--- src/rtl/ifetch_ctrl.sv ---
// Instruction-fetch controller: one outstanding memory request,
// 2-entry {pc, inst} buffer towards decode, redirect flush/drop.
module ifetch_ctrl #(
  parameter int unsigned       ADDR_W   = 32,
  parameter int unsigned       DATA_W   = 32,
  parameter logic [ADDR_W-1:0] RESET_PC = '0
) (
  input  logic              clk,
  input  logic              rst,
  input  logic              redirect_valid,
  input  logic [ADDR_W-1:0] redirect_pc,
  output logic              req_valid,
  output logic [ADDR_W-1:0] req_addr,
  input  logic              req_ready,
  input  logic              rsp_valid,
  input  logic [DATA_W-1:0] rsp_data,
  output logic              out_valid,
  output logic [DATA_W-1:0] out_inst,
  output logic [ADDR_W-1:0] out_pc,
  output logic [ADDR_W-1:0] out_next_pc,
  input  logic              out_ready
);

  typedef enum logic [1:0] {
    IDLE,
    REQ,
    WAIT,
    DROP
  } state_e;

  localparam logic [ADDR_W-1:0] INC = ADDR_W'(4);

  state_e            state_q, state_d;
  logic [ADDR_W-1:0] fetch_pc_q, fetch_pc_d;
  logic [ADDR_W-1:0] pend_pc_q, pend_pc_d;
  logic [ADDR_W-1:0] req_pc_q, req_pc_d;
  logic              drop_q, drop_d;
  logic [1:0]        cnt_q, cnt_d;
  logic              rd_q, wr_q;
  logic [ADDR_W-1:0] pc_mem_q [2];
  logic [DATA_W-1:0] inst_mem_q [2];
  logic              push, pop;

  // req_pc holds the address on the request channel so it stays
  // stable even when a redirect rewrites fetch_pc mid-request.
  assign req_valid   = (state_q == REQ);
  assign req_addr    = req_pc_q;
  assign out_valid   = (cnt_q != 2'd0);
  assign out_inst    = inst_mem_q[rd_q];
  assign out_pc      = pc_mem_q[rd_q];
  assign out_next_pc = pc_mem_q[rd_q] + INC;

  // Next-state, fetch address and buffer occupancy.
  always_comb begin
    state_d    = state_q;
    fetch_pc_d = fetch_pc_q;
    pend_pc_d  = pend_pc_q;
    req_pc_d   = req_pc_q;
    drop_d     = 1'b0;
    push       = 1'b0;
    pop        = out_valid && out_ready;

    unique case (state_q)
      IDLE: state_d = REQ;
      REQ: begin
        if (req_ready) begin
          pend_pc_d  = req_pc_q;
          fetch_pc_d = drop_q ? fetch_pc_q : req_pc_q + INC;
          state_d    = (drop_q || redirect_valid) ? DROP : WAIT;
        end
      end
      WAIT: begin
        if (rsp_valid) begin
          push    = !redirect_valid;
          state_d = REQ;
        end else if (redirect_valid) begin
          state_d = DROP;
        end
      end
      DROP: begin
        if (rsp_valid) state_d = REQ;
      end
      default: state_d = IDLE;
    endcase

    if (redirect_valid) fetch_pc_d = redirect_pc;

    if (redirect_valid) cnt_d = 2'd0;
    else cnt_d = cnt_q + {1'b0, push} - {1'b0, pop};

    // Full buffer with nothing outstanding: hold off fetching.
    if ((state_q == IDLE || push) && cnt_d == 2'd2) state_d = IDLE;

    if (state_q == REQ && state_d == REQ) drop_d = drop_q || redirect_valid;

    if (state_d == REQ && state_q != REQ) req_pc_d = fetch_pc_d;
  end

  // Control registers.
  always_ff @(posedge clk or negedge rst) begin
    if (!rst) begin
      state_q    <= IDLE;
      fetch_pc_q <= RESET_PC;
      pend_pc_q  <= RESET_PC;
      req_pc_q   <= RESET_PC;
      drop_q     <= 1'b0;
    end else begin
      state_q    <= state_d;
      fetch_pc_q <= fetch_pc_d;
      pend_pc_q  <= pend_pc_d;
      req_pc_q   <= req_pc_d;
      drop_q     <= drop_d;
    end
  end

  // Two-entry buffer; a redirect flush wins over push and pop.
  always_ff @(posedge clk or negedge rst) begin
    if (!rst) begin
      pc_mem_q   <= '{default: '0};
      inst_mem_q <= '{default: '0};
      rd_q       <= 1'b0;
      wr_q       <= 1'b0;
      cnt_q      <= 2'd0;
    end else begin
      if (push) begin
        pc_mem_q[wr_q]   <= pend_pc_q;
        inst_mem_q[wr_q] <= rsp_data;
      end
      if (redirect_valid) begin
        rd_q <= 1'b0;
        wr_q <= 1'b0;
      end else begin
        if (push) wr_q <= ~wr_q;
        if (pop) rd_q <= ~rd_q;
      end
      cnt_q <= cnt_d;
    end
  end

endmodule

--- config.mk ---
export PLATFORM = sky130hd
export DESIGN_NAME = ifetch_ctrl
export DESIGN_NICKNAME = d
export VERILOG_FILES = /design/src/rtl/ifetch_ctrl.sv
export SDC_FILE = /design/constraint.sdc
export NUM_CORES = 1
export LEC_CHECK = 0
export BUFFER_PORTS_ARGS = -buffer_cell sky130_fd_sc_hd__buf_2
export CORE_MARGIN = 2
export CORE_UTILIZATION = 55
export DETAILED_ROUTE_END_ITERATION = 8
export PLACE_DENSITY = 0.79
export SYNTH_ARGS = -nofsm -noshare
export SYNTH_HDL_FRONTEND = slang
export SYNTH_SLANG_ARGS = --single-unit
--- constraint.sdc ---
create_clock -name clk -period 7.9 [get_ports clk]
set_input_delay 1.975 -clock clk [delete_from_list [all_inputs] [get_ports clk]]
set_output_delay 1.975 -clock clk [all_outputs]
set_load 0.01 [all_outputs]
==> results.ini <==
[logic_synthesis]
synth.distinct_cells=65
yosys-top-cells-area=dfrtp_1 52%, mux2_2 22%, o21ai_0 2.2%, nand2_1 2.1%, xor2_1 2.0%
synth_flop_cell=dfrtp_1
yosys.area_share.simple_pct=11.10
synth_cells=937
synth-adder-area-share_pct=0.4476
yosysSeqAreaShare_pct=51.70
synthMostInstantiatedCell=dfrtp_1
synth-xor-area-share_pct=4.040
synth_compound_area_share_pct=6.457
synth_area_leader_cell=dfrtp_1
syn_avg_cell_area_sq_um=11.93
synthesis.nets=1011
syn-cell-area_sq_um=11180
synth-seq-cells=231
synth_mux_area_share_pct=23.13
ys_async_sr_fraction_pct=100.0
synth_common_cells=231 x dfrtp_1, 215 x mux2_2, 64 x nand2_1, 50 x o21ai_0, 41 x nor2_1
synth_enable_flop_cells=0
ys_warn_count=0
synth.top_cell.area_share_pct=51.70
synth_top_family_by_area=multiplexers

[layout]
final_net_count=1190
layout-drive-gt1-share_pct=43.37
num_antenna_cells=0
syn2layout_area_growth_pct=17.90
stdcell_count=1402
final_util_pct=65.57

[setup_path]
cp_top_family=simple AND/OR/NAND/NOR gates
cp_slowest_cell=dfrtp_4
reg2reg_slack_ns=4.61
start_kind=flip-flop
crit_chain=buf_4 -> nand4_1 -> and2_4 -> or4_4 -> a211oi_2 -> xor2_1 -> buf_2
path_buf_inv=2
r2r_cells=11
r2r_start=state_q[1]
reg2reg_to=req_addr[17]
worstPathMaxFanout=60
required_ns=5.93
crit_type=flip-flop to output pin
crit_start=rd_q
crit_arrival_ns=3.61
worstSetupPathDepth=7
end_kind=output pin
endpoint=out_next_pc[22]
cpPeakStageDelay_ns=0.68

[flow_run]
maxCapViolCount=0

[clocking]
clockBufferDepth=3
cts_tree=built
cts.sinks=231
cts_max_level=1
cts_resized=0
clk_latency_ns=0.52
hold_buffers=0
clockRootBuffer=clkbuf_16
post-cts-setup-buffers=0
clkTransAtPathRegs_ns=0.06
cts_buffers=25

[sta]
setup_violations=0
timing.slew.headroom_pct=30.92
tightestPinTransition_ns=1.035
hold_violations=0
fin_crit_ns=5.586
max_freq_ghz=0.1790
worst_slack_ns=2.314
tns_ns=0
finalCritPeriodShare_pct=70.71
rsz0062_at_grt=no
slew_viol_final=0
fin_skew_ns=0.01906

[global_routing]
grt_pass1_wl_um=43420
antenna_found_initial=0
grt_usage_pct=24.94
grt_pass1_vias=8141
gr-total-overflow=0
grt_max_degree=114

[power]
ir_drop_mv=0.2147
p_seq_share_pct=42.0
internal-power_uw=2978
power_density_nw_per_um2=348.7
combPwrFrac_pct=32.5
p_sw_uw=1619
power.leakage_uw=0.006525
switching_share_pct=35.21
clockPowerShare_pct=25.5

[die]
dieArea_sq_um=21490
design.core.area_sq_um=20100
die_h_um=146.6
die_w_um=146.6
num_io_pins=200
start_util_pct=55.61
rows=52

[detailed_routing]
drt-vias-per-instance=5.729
wl_per_cell_um=18.76
first_pass_iters=5
drc=0
drt.antenna.violating_nets=0
finalWirelength_um=26300
drt-initial-drc-count=528
num_vias=8032

[place]
pre_cts_ws_ns=2.348
place.gp.congestion=0.8221
placed_cells=1359
io_buffers=199
hpwl_um=17490

[min_path]
min_from=inst_mem_q[19]
hold_path_class=flip-flop to flip-flop

[status]
outcome=complete, no violations

[final cells by class]
cell class	count	area, sq um
fill	1499	6922
sequential	231	5784
multi-input combinational	630	5074
timing repair buffer	210	1089
clock buffer	35	733.2
tap	270	337.8
clock inverter	8	97.59
inverter	18	67.56
[placed cells by master (no fill, tap or decap), types with 6 or more instances in the layout]
cell	Yosys	routed
a31oi_1	9	9
xnor2_1	24	24
nand2_1	64	64
clkbuf_8	0	7
dfrtp_1	231	230
nor3_1	15	15
and3_1	16	16
and2_1	8	8
clkbuf_16	0	25
nand3_1	21	21
mux2_2	215	215
xor2_1	25	25
buf_4	3	11
buf_2	17	198
nor2_1	41	40
a21oi_1	32	32
mux2i_1	15	15
or3_1	6	6
o21ai_0	50	50
inv_1	18	18
nand4_1	17	17
[sequential cells by signal, summed over array words and instances, names as in the netlist]
signal and cells:
cnt_q 2, drop_q 1, fetch_pc_q 32, inst_mem_q 64
pc_mem_q 64, pend_pc_q 32, rd_q 1, req_addr 32
state_q 2, wr_q 1
[per-stage QoR]
step           area, sq um  power, uW  hold WS [ns]
3_3_place_gp         12350       3375        0.4811
2_1_floorplan        11180       2811        0.4621
3_5_place_dp         12350       3429        0.4872
4_1_cts              13180       4624        0.5005
6_report             13180       4597        0.4990
5_1_grt              13180       4858        0.5057
[power groups by stage]
stage / sequential, uW / clock, uW / combinational, uW
4_1_cts: 1920 / 1200 / 1510
5_1_grt: 1980 / 1250 / 1630
3_5_place_dp: 1940 / 0 / 1490
6_report: 1930 / 1170 / 1490
2_1_floorplan: 1780 / 0 / 1030
3_3_place_gp: 1910 / 0 / 1460
[routing by layer]
metal	part of all wire, %	vias to the layer above	wire [um]	track usage (%)
met4	2.0	0	522	6.456
met3	6.5	45	1716	4.250
met1	45	3999	11950	36.30
li1	-	3696	-	-
met5	0	-	0	0
met2	46	292	12110	39.18
[cell families after synthesis]
| kind of cell | count (synthesis) |
|---|---|
| flip-flops | 231 |
| AO/OA/AOI/OAI | 120 |
| AND/OR/NAND/NOR | 225 |
| XOR/XNOR | 50 |
| multiplexers | 231 |
| buffers and inverters | 76 |
| adder cells (fa/ha/maj) | 4 |
[worst min path at each step]
stage / end / depth (start not counted)
floorplan: pend_pc_q[23] / 2
global placement: inst_mem_q[10] / 1
detailed placement: pc_mem_q[0] / 1
CTS: inst_mem_q[22] / 1
global route: inst_mem_q[22] / 1
finish: inst_mem_q[19] / 1
Power figures use the tool's default switching activity.
